--- config.mk ---
export PLATFORM = sky130hd
export DESIGN_NAME = ld_str_exec_unit
export DESIGN_NICKNAME = d
export VERILOG_FILES = /design/src/rtl/ld_str_exec_unit.sv
export SDC_FILE = /design/constraint.sdc
export NUM_CORES = 1
export LEC_CHECK = 0
export CAP_MARGIN = 30
export CORE_MARGIN = 3
export CORE_UTILIZATION = 40
export CTS_CLUSTER_SIZE = 24
export DETAILED_ROUTE_END_ITERATION = 8
export GPL_TIMING_DRIVEN = 0
export PLACE_DENSITY_LB_ADDON = 0.25
export SLEW_MARGIN = 20
export SYNTH_ARGS = -nofsm -noshare
export SYNTH_HDL_FRONTEND = slang
export SYNTH_SLANG_ARGS = --single-unit
export TNS_END_PERCENT = 1
--- constraint.sdc ---
create_clock -name clk -period 1.7 [get_ports clk]
set_input_delay 0.51 -clock clk [delete_from_list [all_inputs] [get_ports clk]]
set_output_delay 0.51 -clock clk [all_outputs]
set_load 0.1 [all_outputs]
--- src/rtl/ld_str_exec_unit.sv ---
// Load/store execution unit: one memory op in flight, result broadcast on the CDB.
// Define LDST_BYTE_OPS_EN to give LDB/STB true byte-lane semantics.
module ld_str_exec_unit #(
    parameter int unsigned data_width = 16,
    parameter int unsigned tag_width  = 3
) (
    input  logic                  clk,
    input  logic                  rst_n,
    input  logic                  flush,
    input  logic                  valid_in,
    input  logic [3:0]            opcode_in,
    input  logic [tag_width-1:0]  dest_in,
    input  logic [data_width-1:0] vbase_in,
    input  logic                  vbase_valid_in,
    input  logic [data_width-1:0] vsrc_in,
    input  logic                  vsrc_valid_in,
    input  logic [data_width-1:0] offset_in,
    output logic                  accept_out,
    output logic [data_width-1:0] mem_addr,
    output logic                  mem_read,
    output logic                  mem_write,
    output logic [data_width-1:0] mem_wdata,
    output logic [1:0]            mem_byte_enable,
    input  logic [data_width-1:0] mem_rdata,
    input  logic                  mem_resp,
    output logic                  cdb_valid,
    output logic [tag_width-1:0]  cdb_tag,
    output logic [data_width-1:0] cdb_data,
    input  logic                  cdb_grant,
    output logic                  busy
);

    localparam logic [3:0] OpLdb = 4'b0010;
    localparam logic [3:0] OpLdr = 4'b0110;
    localparam logic [3:0] OpStb = 4'b0011;
    localparam logic [3:0] OpStr = 4'b0111;

`ifdef LDST_BYTE_OPS_EN
    localparam bit ByteOpsEn = 1'b1;
`else
    localparam bit ByteOpsEn = 1'b0;
`endif

    typedef enum logic [1:0] {StIdle, StMem, StDrain, StBcast} state_e;

    state_e                state_q, state_d;
    logic                  is_store_q, is_store_d;
    logic                  is_byte_q, is_byte_d;
    logic [tag_width-1:0]  dest_q, dest_d;
    logic [data_width-1:0] vsrc_q, vsrc_d;
    logic [data_width-1:0] addr_q, addr_d;
    logic [data_width-1:0] data_q, data_d;

    logic                  is_load_op, is_store_op, entry_ready;
    logic [7:0]            rd_byte;
    logic [data_width-1:0] load_data, store_wdata;

    assign is_load_op  = (opcode_in == OpLdr) || (opcode_in == OpLdb);
    assign is_store_op = (opcode_in == OpStr) || (opcode_in == OpStb);
    assign entry_ready = valid_in && vbase_valid_in &&
                         (is_load_op || (is_store_op && vsrc_valid_in));

    assign rd_byte   = addr_q[0] ? mem_rdata[15:8] : mem_rdata[7:0];
    assign load_data = is_byte_q ? {{(data_width-8){rd_byte[7]}}, rd_byte} : mem_rdata;
    assign store_wdata = is_byte_q ? data_width'({vsrc_q[7:0], vsrc_q[7:0]}) : vsrc_q;

    always_ff @(posedge clk or negedge rst_n) begin
        if (!rst_n) begin
            state_q    <= StIdle;
            is_store_q <= 1'b0;
            is_byte_q  <= 1'b0;
            dest_q     <= '0;
            vsrc_q     <= '0;
            addr_q     <= '0;
            data_q     <= '0;
        end else begin
            state_q    <= state_d;
            is_store_q <= is_store_d;
            is_byte_q  <= is_byte_d;
            dest_q     <= dest_d;
            vsrc_q     <= vsrc_d;
            addr_q     <= addr_d;
            data_q     <= data_d;
        end
    end

    always_comb begin
        state_d    = state_q;
        is_store_d = is_store_q;
        is_byte_d  = is_byte_q;
        dest_d     = dest_q;
        vsrc_d     = vsrc_q;
        addr_d     = addr_q;
        data_d     = data_q;
        accept_out = 1'b0;

        unique case (state_q)
            StIdle: begin
                if (entry_ready && !flush) begin
                    accept_out = 1'b1;
                    is_store_d = is_store_op;
                    is_byte_d  = ByteOpsEn && ((opcode_in == OpLdb) || (opcode_in == OpStb));
                    dest_d     = dest_in;
                    vsrc_d     = vsrc_in;
                    addr_d     = vbase_in + offset_in;
                    state_d    = StMem;
                end
            end
            StMem: begin
                if (flush) begin
                    // A squashed request still owns the bus until memory answers.
                    state_d = mem_resp ? StIdle : StDrain;
                end else if (mem_resp) begin
                    data_d  = is_store_q ? vsrc_q : load_data;
                    state_d = StBcast;
                end
            end
            StDrain: begin
                if (mem_resp) state_d = StIdle;
            end
            StBcast: begin
                if (flush || cdb_grant) state_d = StIdle;
            end
            default: state_d = StIdle;
        endcase
    end

    always_comb begin
        mem_addr        = '0;
        mem_read        = 1'b0;
        mem_write       = 1'b0;
        mem_wdata       = '0;
        mem_byte_enable = 2'b00;
        cdb_valid       = 1'b0;
        cdb_tag         = '0;
        cdb_data        = '0;
        busy            = (state_q != StIdle);

        if (state_q == StMem || state_q == StDrain) begin
            mem_addr  = {addr_q[data_width-1:1], 1'b0};
            mem_read  = !is_store_q;
            mem_write = is_store_q;
            mem_wdata = is_store_q ? store_wdata : '0;
            if (is_byte_q) mem_byte_enable = addr_q[0] ? 2'b10 : 2'b01;
            else           mem_byte_enable = 2'b11;
        end

        if (state_q == StBcast) begin
            cdb_valid = 1'b1;
            cdb_tag   = dest_q;
            cdb_data  = data_q;
        end
    end

endmodule

# After elaboration in Yosys (flattened, before gate mapping)
# Index checks and enable logic that the tools add are counted.
# op_classes
bitwise_logic,1
eq_ne,11
addsub,1
n_reduce_logical,16
n_mux,19
# op_table
op,count
2-to-1 mux 16 bit,5
adder 16 bit,1
2-to-1 mux 2 bit,7
equality test 4 x 2 -> 1 bit (second input constant),2
equality test 4 x 3 -> 1 bit (second input constant),2
case mux 2 bit (4 select lines),1
!= test 2 bit (second input constant),3
logical OR 1 bit,5
2-to-1 mux 1 bit,5
equality test 2 bit (second input constant),2
logical AND 1 bit,4
AND reduction 4 bit,1
2-to-1 mux 3 bit,1
!= test 3 bit (second input constant),1
AND reduction 3 bit,1
equality test 2 x 1 -> 1 bit (second input constant),1
logical NOT 1 bit,2
logical NOT 2 bit,1
AND reduction 2 bit,1
nonzero test 2 bit,1
inverter 1 bit,1
# totals
register_bits,54
in_bits,79
word_cells,54
out_inout_bits,58

# Depth between registers and ports, before layout
# Gate-level depths: netlist of run 1.
# logic_depth
word_depth,8
depth_mapped,9
depth_no_buf,8

# Least setup slack after synthesis of run 1
# No wires, ideal clock.
# synth_timing
path_type,register to output
from,register state_q[0]
to,output mem_read
arrival_time_ns,2.993
path_buffers,1
stages_incl_launch_ff,5
path_slack_ns,-1.803
required_time_ns,1.190
cell_sequence,dfrtp_1 inv_1 ha_1 clkbuf_1 nor2b_1
# synth_via
elab_chain_len,3
word_cells_on_any_way,4
cone_classes,eq/ne (2); mux (1); reduce/logical (1)
# synth_lines
item,line_no,source
"start, declared",46,"state_e state_q, state_d;"
"start signal, assigned",69,state_q <= StIdle;
"start signal, assigned",77,state_q <= state_d;
equality test 2 x 1 -> 1 bit or equality test 2 bit (tied branches),139,if (state_q == StMem || state_q == StDrain) begin
logical OR 1 bit *,139,
2-to-1 mux 1 bit *,139,
"end, declared",20,"output logic mem_read,"
# Every way passes the cells marked *; elsewhere a longest branch is shown, timed or not.

# Worst setup path in the final report of run 1
# layout_timing
from,register state_q[1]
to,output mem_wdata[5]
# layout_via
elab_chain_len,3
word_cells_on_any_way,4
cone_classes,eq/ne (2); mux (1); reduce/logical (1)
# layout_lines
item,line_no,source
equality test 2 x 1 -> 1 bit or equality test 2 bit (tied branches),139,
logical OR 1 bit *,139,
2-to-1 mux 16 bit *,139,
"end, declared",22,"output logic [data_width-1:0] mem_wdata,"
# Marks and branches as above.

==> results of run 1 <==
[worst max-delay path: stages (launching register included)]
cell and delay, ns:
dfrtp_1 0.41, inv_2 0.08, ha_4 0.35, clkbuf_16 0.17, and3_4 0.21, buf_12 0.17
[placed cells by master, fill, tap and decap left out, types with 3 or more instances in the layout]
cell type and count:
dlygate4sd2_1 3, o21ai_1 5, buf_6 4, nand3_1 6, ha_4 5, o21ai_0 26, nand2_1 100, buf_12 55
or3_1 3, and3_1 5, xor2_1 5, dfrtp_1 53, and2_4 34, ha_1 11, mux2i_1 20, dlymetal6s2s_1 10
a21oi_1 6, clkbuf_8 10, nand4_1 4, nor2_1 12, inv_1 3, clkbuf_16 3, nor3_1 4, clkdlybuf4s50_1 63
a211oi_2 3, buf_4 13, buf_8 3, clkbuf_1 3, and3_4 14, a21oi_2 3
[routing by layer]
layer / GRT usage, % / up-vias
li1: - / 1661
met3: 3.66 / 27
met4: 7.24 / 0
met2: 41.3 / 152
met5: 0 / -
met1: 26.2 / 1655
[flip-flops by register name (all words and copies together), names as in the netlist]
register / cells
data_q: 16
vsrc_q: 16
addr_q: 15
dest_q: 3
state_q: 2
is_store_q: 1
[power groups by stage]
stage | registers [W] | logic (W) | clock network, W
after CTS | 0.00212 | 0.00664 | 0.000766
after global placement | 0.00208 | 0.00508 | 0
after global routing | 0.00220 | 0.00706 | 0.000807
after floorplan | 0.00201 | 0.00396 | 0
final | 0.00214 | 0.00675 | 0.000748
after detailed placement | 0.00212 | 0.00514 | 0
[worst paths after layout]
| check | slack [ns] | cells after the start | to |
|---|---|---|---|
| hold reg to reg | 0.48 | 2 | data_q[5]$_DFFE_PN0P_ |
| min in group clk | 0.48 | 2 | data_q[5]$_DFFE_PN0P_ |
| setup / recovery | -0.51 | 5 | mem_wdata[5] |
| max in group asynchronous | 1.00 | 1 | vsrc_q[13]$_DFFE_PN0P_ |
| hold / removal | 0.23 | 1 | dest_q[2]$_DFFE_PN0P_ |
| setup reg to reg | -0.39 | 10 | addr_q[15]$_DFFE_PN0P_ |
[stage by stage]
step,hold WS (ns),area [um^2]
finish,0.229,6110
CTS,0.261,5950
global placement,0.451,4970
detailed placement,0.455,4960
global route,0.279,6110
floorplan,0.214,3500
[logic make-up after synthesis]
kind of cell,share of synthesized area (%)
AND/OR/NAND/NOR,28.5
AO/OA/AOI/OAI,12.9
flip-flops,39.4
buffers and inverters,3.98
multiplexers,5.95
adder cells (fa/ha/maj),7.29
XOR/XNOR,1.82
other,0.112
[timing repair]
item                                    in CTS  in global routing
cloned                                       1                  0
hold buffers                                 0                  0
pin swaps                                   12                 10
resized for setup                          608                 37
endpoints found under the setup margin     108                108
setup buffers                                4                  6
[layout make-up]
type	instances	area (um^2)	share of cell area (%)
Buffer	23	256	4.20
Clock buffer	6	82.6	1.35
Sequential cell	53	1330	21.7
Tap cell	102	128	2.09
Inverter	6	27.5	0.451
Clock inverter	2	13.8	0.225
Multi-Input combinational cell	314	2260	36.9
Timing Repair Buffer	145	2020	33.0
==> impl_metrics.env, run 1 <==
export IMPL_outcome="complete, but fails checks"
export IMPL_failed_checks="setup timing"
export IMPL_hold_violations=0
export IMPL_netSwitchingPower_w=0.00480
export IMPL_grt_pass1_wl_um=17600
export IMPL_tightest_slew_ns=0.694
export IMPL_final_cells=651
export IMPL_drive_gt1_share_pct=33.2
export IMPL_synthCells=397
export IMPL_core_area_um2=7930
export IMPL_clk_latency_ns=0.30
export IMPL_syn_area_per_cell_um2=8.47
export IMPL_fin_skew_ns=0.00452
export IMPL_antenna_found_initial=0
export IMPL_dieHeight_um=97.7
export IMPL_antenna_cells=0
export IMPL_cp_end_kind="output port"
export IMPL_grt_pass1_vias=3479
export IMPL_async_flop_share_pct=100
export IMPL_synth_top_area_share_pct=39.4
export IMPL_vdd_drop_max_mv=1.06
export IMPL_finalPower_w=0.00964
export IMPL_clockRootBuffer="clkbuf_8"
export IMPL_clockPowerShare_pct=7.8
export IMPL_required_ns=1.19
export IMPL_slew_headroom_pct=53.7
export IMPL_slew_viol_final=0
export IMPL_cts_buffers=5
export IMPL_htreeDepth=2
export IMPL_hp_class="input pin to async pin"
export IMPL_p_int_w=0.00484
export IMPL_place_ws_ns=-1.86
export IMPL_grt_ovfl_total=0
export IMPL_drc=0
export IMPL_portBuffers=134
export IMPL_syn_nets=495
export IMPL_ant_nets=0
export IMPL_netlist_cell_type_count=47
export IMPL_vias_per_cell=5.37
export IMPL_drt_iter0_drc=155
export IMPL_powerDensity_nw_per_um2=1580
export IMPL_dp_cells=633
export IMPL_fin_util_pct=77.1
export IMPL_setup_viol=106
export IMPL_grtUsageTotal_pct=22.4
export IMPL_max_freq_mhz=452
export IMPL_top_layer_used="met4"
export IMPL_worstSetupPathType="flip-flop to output port"
export IMPL_wl_met2_um=5810
export IMPL_gp_congestion=0.852
export IMPL_crit_arrival_ns=1.70
export IMPL_drv_cap=0
export IMPL_clockBufferDepth=2
export IMPL_cp_startpoint="state_q[1]$_DFFE_PN0P_"
export IMPL_die_width_um=97.7
export IMPL_ys_ff_latch=53
export IMPL_nets=646
export IMPL_synth_edf_count=0
export IMPL_cts_tree="yes"
export IMPL_leakagePower_nw=2.80
export IMPL_fin_crit_sh_pct=130
export IMPL_yosysSeqAreaShare_pct=39.4
export IMPL_die_area_um2=9540
export IMPL_setup_slack_ns=-0.513
export IMPL_rsz0062_at_grt="yes"
export IMPL_syn_to_final_growth_pct=81.7
export IMPL_crit_path_max_fanout=10
export IMPL_met3WireLength_um=652
export IMPL_synthFlopType="dfrtp_1"
export IMPL_yosys_top_cells_count="nand2_1 (102), dfrtp_1 (53), and2_1 (36)"
export IMPL_start_util_pct=42.4
export IMPL_cts_clk_slew_worst_paths_ns=0.09
export IMPL_layout_min_cycle_time_ns=2.21
export IMPL_cts_sinks=53
export IMPL_synth_top_cell_by_area="dfrtp_1"
export IMPL_grt_max_degree=54
export IMPL_rows=32
export IMPL_combPwrFrac_pct=70.0
export IMPL_netlist_area_um2=3360
export IMPL_wl_met1_um=4240
export IMPL_start_kind="flip-flop"
export IMPL_fillers=521
export IMPL_ios=137
export IMPL_dp_hpwl_um=7590
export IMPL_p_sw_share_pct=49.8
export IMPL_vias=3495
export IMPL_wl_um=11000
export IMPL_seqPwrFrac_pct=22.2
export IMPL_synth_most_common_cell="nand2_1"
export IMPL_tns_ns=-30.85
export IMPL_firstDrtPassIters=4
export IMPL_synth_area_leaders="dfrtp_1 (39%), nand2_1 (11%), and2_1 (6.7%)"
export IMPL_reg2reg_from="state_q[1]$_DFFE_PN0P_"
export IMPL_wl_per_cell_um=16.9
export IMPL_synth_warning_count=0
No activity file was read; power rests on OpenSTA's default activity.
==> inputs of run 2 (changes only) <==
Settings changed: CORE_MARGIN 3 to 4, GPL_TIMING_DRIVEN 0 to default.
==> run 2 against run 1 <==
The run still ends with setup timing left. Clock skew is essentially flat. Wire length decreased by 0.63%. Global-route usage decreased by 1.2 points. Sequential share of layout area down 0.94 points. Combinational power is 0.7% lower. Core utilization grew 0.64 points. Non-clock buffer count rose by 29. Worst hold slack got worse by 0.11 ns. Cell count grew 4.9%. Critical endpoint is now mem_wdata[11]. Largest cell class unchanged. Largest power group unchanged.
==> impl_metrics.env, run 2 (synthesis gave the netlist of run 1 again) <==
export IMPL_ios=137
export IMPL_dieHeight_um=99.7
export IMPL_fillers=535
export IMPL_setup_slack_ns=-0.384
export IMPL_dp_hpwl_um=8120
export IMPL_clockRootBuffer="clkbuf_8"
export IMPL_start_kind="flip-flop"
export IMPL_drv_cap=0
export IMPL_grt_pass1_wl_um=17100
export IMPL_failed_checks="setup timing"
export IMPL_syn_to_final_growth_pct=89.9
export IMPL_multi_input_area_um2=2300
export IMPL_cp_common_cell="buf_12"
export IMPL_crit_slowest_cell="dfrtp_1"
export IMPL_reg2reg_to="addr_q[11]$_DFFE_PN0P_"
export IMPL_cts_clk_slew_worst_paths_ns=0.09
export IMPL_antenna_cells=0
export IMPL_gp_congestion=0.800
export IMPL_htreeDepth=2
export IMPL_final_cells=683
export IMPL_required_ns=1.19
export IMPL_die_area_um2=9940
export IMPL_cts_sinks=53
export IMPL_final_common_cell="nand2_1"
export IMPL_ant_nets=0
export IMPL_final_cell_mix="nand2_1 (101), buf_12 (63), clkdlybuf4s50_1 (60)"
export IMPL_drive_gt1_share_pct=37.7
export IMPL_grt_pass1_vias=3590
export IMPL_hold_violations=0
export IMPL_reg2reg_slack_ns=-0.24
export IMPL_start_util_pct=40.9
export IMPL_layout_min_cycle_time_ns=2.08
export IMPL_outcome="complete, but fails checks"
export IMPL_cts_buffers=5
export IMPL_regArea_um2=1330
export IMPL_hp_class="input pin to async pin"
export IMPL_wl_um=11000
export IMPL_clockBufferDepth=2
export IMPL_wl_per_cell_um=16.0
export IMPL_crit_path_max_fanout=12
export IMPL_fin_hold_ws_ns=0.118
export IMPL_slowest_delay_ns=0.39
export IMPL_vdd_drop_max_mv=1.14
export IMPL_cts_tree="yes"
export IMPL_slew_viol_final=0
export IMPL_rr_worst_depth=8
export IMPL_rows=33
export IMPL_die_width_um=99.7
export IMPL_dp_cells=670
export IMPL_clk_latency_ns=0.31
export IMPL_reg2reg_from="state_q[1]$_DFFE_PN0P_"
export IMPL_grtUsageTotal_pct=21.2
export IMPL_drc=0
export IMPL_largestRegisters="data_q: 16 flops, vsrc_q: 16 flops, addr_q: 15 flops"
export IMPL_rsz0062_at_grt="yes"
export IMPL_firstDrtPassIters=4
export IMPL_max_freq_mhz=480
export IMPL_fin_skew_ns=0.00466
export IMPL_setup_viol=70
export IMPL_antenna_found_initial=0
export IMPL_fin_crit_sh_pct=123
export IMPL_tns_ns=-21.33
export IMPL_nets=675
export IMPL_leakagePower_nw=2.92
export IMPL_grt_ovfl_total=0
export IMPL_core_area_um2=8220
export IMPL_vias=3496
export IMPL_vias_per_cell=5.12
export IMPL_grt_max_degree=33
export IMPL_worstSetupPathType="flip-flop to output port"
export IMPL_cp_cell_sequence="inv_2 -> ha_4 -> buf_12 -> and3_4 -> buf_12"
export IMPL_drt_iter0_drc=136
export IMPL_crit_arrival_ns=1.57
export IMPL_portBuffers=134
export IMPL_cp_end_kind="output port"
export IMPL_fin_util_pct=77.7
export IMPL_powerDensity_nw_per_um2=1520
export IMPL_postCtsHoldBufs=0
[run 2: layout make-up]
| type | instances | share of cell area (%) |
|---|---|---|
| inverters | 6 | 0.470 |
| flip-flops and latches | 53 | 20.8 |
| clock inverters | 2 | 0.588 |
| repair buffers | 197 | 38.8 |
| multi-input cells | 314 | 36.0 |
| well taps | 105 | 2.06 |
| clock buffers | 6 | 1.29 |
[run 2: worst max-delay path: cells and delay by family, from the launching register on]
kind          cells  cell delay [ns]
fa+ha+maj         1             0.31
buf+inv           3             0.37
flops             1             0.39
simple gates      1             0.20
[run 2: power by group]
group | switching, W | internal, W | leakage (nW) | total [W]
clock | 0.000430 | 0.000479 | 0.0574 | 0.000909
sequential | 0.000326 | 0.00178 | 0.689 | 0.00211
combinational | 0.00399 | 0.00271 | 2.17 | 0.00670
[run 2: per-layer routing]
metal  vias up  track usage (%)  routed length, um
li1       1714                -                  -
met1      1660             24.2               4370
met2       105             41.0               5940
met3        17             3.30                478
met4         0             4.94                169
met5         -                0                  0
[run 2: worst max path at each step]
stage | startpoint | to | slack [ns] | cells past startpoint
finish | state_q[0]$_DFFE_PN0P_ | mem_wdata[11] | -0.38 | 5
CTS | state_q[0]$_DFFE_PN0P_ | mem_wdata[10] | -0.39 | 5
floorplan | state_q[0]$_DFFE_PN0P_ | mem_read | -0.47 | 4
detailed placement | vbase_in[0] | addr_q[12]$_DFFE_PN0P_ | -1.03 | 9
global placement | vbase_in[0] | addr_q[10]$_DFFE_PN0P_ | -0.98 | 9
global route | state_q[1]$_DFFE_PN0P_ | mem_wdata[4] | -0.44 | 5
[run 2: stage by stage]
| step | cell area, um^2 | setup slack, ns | total power [W] |
|---|---|---|---|
| 2_1_floorplan | 3500 | -0.471 | 0.00597 |
| 3_3_place_gp | 5910 | -0.985 | 0.00839 |
| 3_5_place_dp | 5910 | -1.03 | 0.00852 |
| 4_1_cts | 6250 | -0.386 | 0.00966 |
| 5_1_grt | 6380 | -0.440 | 0.0102 |
| 6_report | 6380 | -0.384 | 0.00972 |
[run 2: timing repair]
action / CTS / global route
endpoints found under the setup margin: 80 / 99
buffers inserted: 3 / 2
resized for setup: 71 / 27
pin swaps: 18 / 15
